[config.mk]
export PLATFORM = sky130hd
export DESIGN_NAME = noc_input_switch
export DESIGN_NICKNAME = d
export VERILOG_FILES = /design/src/rtl/noc_input_switch_pkg.sv /design/src/rtl/noc_input_switch_route_xy.sv /design/src/rtl/noc_input_switch.sv
export SDC_FILE = /design/constraint.sdc
export NUM_CORES = 1
export LEC_CHECK = 0
export ABC_AREA = 1
export BUFFER_PORTS_ARGS = -buffer_cell sky130_fd_sc_hd__buf_2
export CAP_MARGIN = 10
export CORE_UTILIZATION = 50
export DETAILED_ROUTE_END_ITERATION = 12
export PLACE_DENSITY_LB_ADDON = 0.05
export SETUP_SLACK_MARGIN = 0.02
export SLEW_MARGIN = 10
export SYNTH_ARGS = -nofsm -noshare
export SYNTH_HDL_FRONTEND = slang
export SYNTH_SLANG_ARGS = --single-unit
[constraint.sdc]
create_clock -name noc_clk -period 13 [get_ports noc_clk]
set_input_delay 0.65 -clock noc_clk [delete_from_list [all_inputs] [get_ports noc_clk]]
set_output_delay 0.65 -clock noc_clk [all_outputs]
set_load 0.02 [all_outputs]
[src/rtl/noc_input_switch_pkg.sv]
// Shared constants and types for the NoC input switch: port indices,
// flit control bit positions, header coordinate layout and input-state enum.
package noc_input_switch_pkg;

  localparam int NOC_FLIT_WIDTH    = 130;
  localparam int NOC_VC_FIFO_DEPTH = 4;
  localparam int NOC_COORD_W       = 4;
  localparam int NOC_NUM_PORTS     = 5;

  // Output port indices
  localparam int PORT_LOCAL = 0;
  localparam int PORT_EAST  = 1;
  localparam int PORT_WEST  = 2;
  localparam int PORT_NORTH = 3;
  localparam int PORT_SOUTH = 4;

  // Flit control bits; payload occupies [127:0]
  localparam int HDR_BIT  = 129;
  localparam int TAIL_BIT = 128;

  // Header coordinates: Y in the lowest field, X directly above it
  localparam int COORD_Y_LSB = 0;
  localparam int COORD_X_LSB = NOC_COORD_W;

  typedef enum logic [0:0] {
    ST_IDLE   = 1'b0,
    ST_ACTIVE = 1'b1
  } in_state_e;

endpackage

[src/rtl/noc_input_switch_route_xy.sv]
// Dimension-ordered (X first, then Y) route computation. Pure combinational,
// produces a one-hot output port request.
module noc_input_switch_route_xy
  import noc_input_switch_pkg::*;
#(
  parameter int COORD_W = NOC_COORD_W
) (
  input  logic [COORD_W-1:0]       dest_x_i,
  input  logic [COORD_W-1:0]       dest_y_i,
  input  logic [COORD_W-1:0]       router_x_i,
  input  logic [COORD_W-1:0]       router_y_i,
  output logic [NOC_NUM_PORTS-1:0] route_o
);

  // Resolve X offset first; only a matching X column looks at Y
  always_comb begin
    route_o = '0;
    if (dest_x_i > router_x_i)      route_o[PORT_EAST]  = 1'b1;
    else if (dest_x_i < router_x_i) route_o[PORT_WEST]  = 1'b1;
    else if (dest_y_i > router_y_i) route_o[PORT_NORTH] = 1'b1;
    else if (dest_y_i < router_y_i) route_o[PORT_SOUTH] = 1'b1;
    else                            route_o[PORT_LOCAL] = 1'b1;
  end

endmodule

[src/rtl/noc_input_switch.sv]
// Router input stage: buffers flits from one upstream link, routes each
// packet by its header and forwards it whole to a single output port.
// Only channel 0 of the link is implemented; the flit bus toward the output
// switches is a single broadcast of the FIFO head.
//
// state     | meaning
// ----------+-----------------------------------------------------------
// ST_IDLE   | no packet owned; examine head, latch route or drop stray flit
// ST_ACTIVE | forwarding packet to route_q port until its tail is popped
module noc_input_switch
  import noc_input_switch_pkg::*;
#(
  parameter int FLIT_WIDTH = NOC_FLIT_WIDTH,
  parameter int DEPTH      = NOC_VC_FIFO_DEPTH,
  parameter int COORD_W    = NOC_COORD_W,
  parameter int ROUTER_X   = 0,
  parameter int ROUTER_Y   = 0
) (
  input  logic                     noc_clk,
  input  logic                     noc_rst_n,
  // upstream link
  input  logic                     recv_valid_i,
  input  logic [FLIT_WIDTH-1:0]    recv_flit_i,
  output logic                     recv_ready_o,
  output logic                     recv_vc_ready_o,
  // toward output switches
  output logic [NOC_NUM_PORTS-1:0] send_valid_o,
  input  logic [NOC_NUM_PORTS-1:0] send_ready_i,
  output logic [FLIT_WIDTH-1:0]    send_flit_o,
  // allocator request and error pulse
  output logic [NOC_NUM_PORTS-1:0] o_route_req,
  output logic                     o_err
);

  localparam int PW = $clog2(DEPTH);
  localparam int CW = PW + 1;

  logic [FLIT_WIDTH-1:0]    mem_q [DEPTH];
  logic [PW-1:0]            wr_ptr_q, wr_ptr_d;
  logic [PW-1:0]            rd_ptr_q, rd_ptr_d;
  logic [CW-1:0]            count_q, count_d;
  in_state_e                state_q;
  logic [NOC_NUM_PORTS-1:0] route_q;
  logic                     err_q;

  logic [FLIT_WIDTH-1:0]    head;
  logic                     empty;
  logic                     push;
  logic                     pop;
  logic                     pop_fwd;
  logic                     pop_drop;
  logic [NOC_NUM_PORTS-1:0] route_w;

  assign head  = mem_q[rd_ptr_q];
  assign empty = (count_q == '0);

  // Ready flags are held low for the whole time reset is asserted
  assign recv_ready_o    = noc_rst_n & (count_q != CW'(DEPTH));
  assign recv_vc_ready_o = noc_rst_n & (count_q < CW'(DEPTH - 1));
  assign push            = recv_valid_i & recv_ready_o;

  // route_q is only non-zero while ACTIVE, so it doubles as the valid mask
  assign send_valid_o = route_q & {NOC_NUM_PORTS{~empty}};
  assign send_flit_o  = head;
  assign o_route_req  = route_q;
  assign o_err        = err_q;

  assign pop_fwd  = |(send_valid_o & send_ready_i);
  assign pop_drop = (state_q == ST_IDLE) & ~empty & ~head[HDR_BIT];
  assign pop      = pop_fwd | pop_drop;

  noc_input_switch_route_xy #(
    .COORD_W (COORD_W)
  ) u_route_xy (
    .dest_x_i   (head[2*COORD_W-1:COORD_W]),
    .dest_y_i   (head[COORD_W-1:0]),
    .router_x_i (COORD_W'(ROUTER_X)),
    .router_y_i (COORD_W'(ROUTER_Y)),
    .route_o    (route_w)
  );

  // FIFO pointer and occupancy next-state
  always_comb begin
    wr_ptr_d = wr_ptr_q;
    rd_ptr_d = rd_ptr_q;
    count_d  = count_q;
    if (push) wr_ptr_d = wr_ptr_q + 1'b1;
    if (pop)  rd_ptr_d = rd_ptr_q + 1'b1;
    case ({push, pop})
      2'b10:   count_d = count_q + 1'b1;
      2'b01:   count_d = count_q - 1'b1;
      default: count_d = count_q;
    endcase
  end

  // FIFO storage; contents are don't-care until written
  always_ff @(posedge noc_clk) begin
    if (push) mem_q[wr_ptr_q] <= recv_flit_i;
  end

  // FIFO pointers and occupancy
  always_ff @(posedge noc_clk or negedge noc_rst_n) begin
    if (!noc_rst_n) begin
      wr_ptr_q <= '0;
      rd_ptr_q <= '0;
      count_q  <= '0;
    end else begin
      wr_ptr_q <= wr_ptr_d;
      rd_ptr_q <= rd_ptr_d;
      count_q  <= count_d;
    end
  end

  // Packet FSM with registered route request and error pulse
  always_ff @(posedge noc_clk or negedge noc_rst_n) begin
    if (!noc_rst_n) begin
      state_q <= ST_IDLE;
      route_q <= '0;
      err_q   <= 1'b0;
    end else begin
      err_q <= 1'b0;
      case (state_q)
        ST_IDLE: begin
          if (!empty) begin
            if (head[HDR_BIT]) begin
              route_q <= route_w;
              state_q <= ST_ACTIVE;
            end else begin
              err_q <= 1'b1;
            end
          end
        end
        ST_ACTIVE: begin
          if (pop_fwd && head[TAIL_BIT]) begin
            route_q <= '0;
            state_q <= ST_IDLE;
          end
        end
        default: begin
          route_q <= '0;
          state_q <= ST_IDLE;
        end
      endcase
    end
  end

endmodule

==> key figures <==
Run status
  – Status: finished, final reports clean

Synth
  – Yosys Warn Count: 0
  – Post-synthesis sequential area ratio: about four fifths
  – Synthesis-stage register bit count: between 500 and 600
  – Synth Area per Inst: approximately 15 µm²
  – Post-synth EDFFs: 520
  – Post-synth top cells: 520 x edfxtp_1, 253 x nor2_1, 212 x o21ai_0
  – Post-synth top area share: between 70% and 80%
  – Synth unique cells: 28
  – Area contributors post-synth: edfxtp_1 77%, o21ai_0 5.3%, nor2_1 4.7%
  – Fraction of registers with async set/reset: under 10%
  – Most frequent cell after synthesis: edfxtp_1
  – Yosys top cell by area: edfxtp_1
  – Cell area after synthesis: around 20000 µm²
  – Most used DFF post-synth: edfxtp_1
  – Post-synthesis instance total: between 1000 and 1500

STA
  – Final setup fails: 0
  – Setup TNS Final: 0 ns
  – Final period utilization: between 30% and 40%
  – Max_slew headroom: 28.6%
  – Final hold vios: 0
  – Worst Tran Pin Value: ~1.1 ns
  – Tmin final: approximately 4.5 ns
  – Fmax: 220 MHz
  – Final Max Slew Viols: 0
  – Clock Skews: ~0.013 ns
  – RSZ-0062 raised after global routing: no

Critical path
  – CP max FO: 181
  – Startpoint types: flop
  – Cells along the critical path: inv_8 > buf_4 > nor2_1 > nor2_1 > o21ai_0 > nand2_2 > buf_2
  – Crit-path max cell delay: between 0.8 and 0.9 ns
  – Crit path DAT: 3.89 ns
  – Worst path top cell family by delay: buffers and inverters
  – WP buf/inv: 3
  – Most frequent CP cell: nor2_1
  – Slowest CP cell: inv_8
  – CP endpoint kind: primary output
  – Setup CP Type: reg -> out
  – Req. time, crit path: ~12 ns

Floorplan
  – Core area: ~40000 µm²
  – I/O pin count: about 280
  – # rows: between 70 and 80
  – Die ar.: just over 40000 µm²
  – Die width: 203 µm
  – Chip height: approximately 200 µm
  – Initial Utilization: between 50 and 60%

Hold path
  – HP Class: in -> reg

Global route
  – Grt ovf: 0
  – Vias in the first global route: between 10000 and 15000
  – First-pass GRT wire length: 66.0 mm
  – GRT Util Overall: around a fifth
  – Antenna violations before repair: 10
  – Largest net degree at the start of global routing: between 150 and 200

Clock network
  – Worst-Skew Late Latency: between 0.5 and 0.6 ns
  – Hold_buf cts: 1
  – Cts repair resizes: 0
  – Clock transition at path regs: ~0.060 ns
  – Postcts setup bufs: 0
  – TritonCTS clock tree: yes
  – Root Buffer: clkbuf_16
  – Clock buffer depth: 3
  – Total CTS buffers: 53
  – Clk sink count: approximately 530
  – # H-tree levels: 2

Power
  – Sw power: 2120 µW
  – Flop pwr share: 40.1%
  – Logic pwr share: about a third
  – Worst vdd ir: 153 µV
  – P_int: 3520 µW
  – Power Density: roughly 240 nW/µm²
  – Net Sw Frac: a little under two fifths
  – Clock Power Share: about a quarter
  – Leak Pwr: ~0.0082 µW

Detailed routing
  – DRC: 0
  – DR iter-0 viols: between 700 and 800
  – Final wirelength: 43.4 mm
  – Routed Antenna Nets: 0
  – Vias/cell: between 5 and 6
  – WL/cell: 19.6 µm
  – Vias post-DR: 11900
  – Drt pass-1 iters: 5

Cells and area
  – Synthesis-to-layout area growth: 16.1%
  – Nets@finish: between 1500 and 2000
  – Register area: between 15000 and 20000 µm²
  – Fillers: around 3200
  – Area of the multi-input gates: 3570 µm²
  – Cell area after layout: 23400 µm²
  – Layout cells sized above 1: around 22%

Placed design
  – DP HPWL: roughly 23 mm
  – Number of I/O port buffers: ~270
  – Cell Area, Placed: ~22000 µm²
  – Gp weighted congestion: about 0.73

Run
  – Max-cap violations: 0
[metrics by stage]
step | std cells | hold WS, ns | total power [µW] | util (%) | worst slack [ns]
after floorplan | 1390 | 0.354 | 3670 | - | 5.84
after global placement | 2112 | 0.519 | 4240 | 54.8 | 8.87
after detailed placement | 2112 | 0.523 | 4260 | 54.8 | 8.80
after CTS | 2207 | 0.230 | 5710 | 58.9 | 8.37
after global routing | 2211 | 0.247 | 5950 | 58.9 | 8.12
final | 2214 | 0.267 | 5640 | 58.9 | 8.46
[sequential cells by signal (all words and copies together), names as in the netlist]
signal	flops
wr_ptr_q	2
rd_ptr_q	2
state_q	1
count_q	3
mem_q	520
o_err	1
o_route_req	3
[per-layer routing]
metal  vias up  GRT usage [%]  share of wire, %
met1      5888           28.1                43
met3        63           5.52               6.6
li1       5672              -                 -
met4         8           7.20               1.9
met5         -              0              0.13
met2       287           33.6                48
[path summary, 6_finish.rpt]
path | slack (ns) | start | end | cells after the start
worst min register to register | 0.53 | count_q[0] | count_q[0] | 1
worst min-delay path | 0.27 | recv_flit_i[98] | mem_q[2][98] | 1
worst max-delay path | 8.46 | rd_ptr_q[0] | send_flit_o[128] | 7
min in group asynchronous | 0.51 | noc_rst_n | state_q | 2
worst max register to register | 8.88 | rd_ptr_q[0] | count_q[2] | 13
max in group asynchronous | 12.22 | noc_rst_n | rd_ptr_q[1] | 2
[placed cells by master (no fill, tap or decap)]
cell / instances
edfxtp_1: 520
buf_2: 274
nor2_1: 249
o21ai_0: 212
o22ai_1: 120
nand2_1: 61
clkbuf_16: 53
o21ai_1: 31
inv_1: 29
nand3_1: 25
clkbuf_1: 21
buf_4: 13
dfrtp_1: 10
nand2_2: 9
diode_2: 7
clkinv_1: 7
ha_1: 5
clkinv_2: 5
nand3_2: 4
nor2_4: 4
conb_1: 4
bufinv_16: 4
inv_6: 3
a21oi_1: 3
xor2_1: 3
inv_2: 2
clkbuf_8: 2
dfrtp_4: 2
inv_8: 1
o211ai_2: 1
nor2_2: 1
nand4_1: 1
xnor2_1: 1
fa_1: 1
dlygate4sd3_1: 1
[power by group through the flow]
stage | combinational [µW] | sequential [µW] | clock, µW
after floorplan | 1400 | 2260 | 0
after global placement | 1950 | 2290 | 0
after detailed placement | 1960 | 2300 | 0
after CTS | 1970 | 2270 | 1470
after global routing | 2120 | 2290 | 1540
final | 1940 | 2260 | 1440
[layout make-up]
class,count,share of cell area [%]
antenna,7,0.0748
clock inverter,18,0.807
clock buffer,76,6.12
inverter,33,0.583
tap,525,2.81
multi-input combinational,735,15.3
sequential,532,68.0
timing repair buffer,288,6.32
[worst register-to-register path: cells and delay by family (launching register included)]
family	cells	cell delay [ns]
adders and majority gates	2	0.53
and+or+nand+nor	5	0.65
AOI/OAI and AO/OA	2	0.25
DFF	1	1.13
buffers and inverters	3	1.27
xor gates and xnor gates	1	0.15
[cells by family after synthesis]
| family | count (synthesis) | synth area share (%) |
|---|---|---|
| DFF | 532 | 79.0 |
| AOI/OAI and AO/OA | 367 | 9.89 |
| and+or+nand+nor | 354 | 7.01 |
| buffers and inverters | 123 | 3.54 |
| adders and majority gates | 6 | 0.410 |
| xor gates and xnor gates | 4 | 0.174 |
| other | 1 | 0.0186 |
Note: power is estimated with default switching activity, not from simulation.
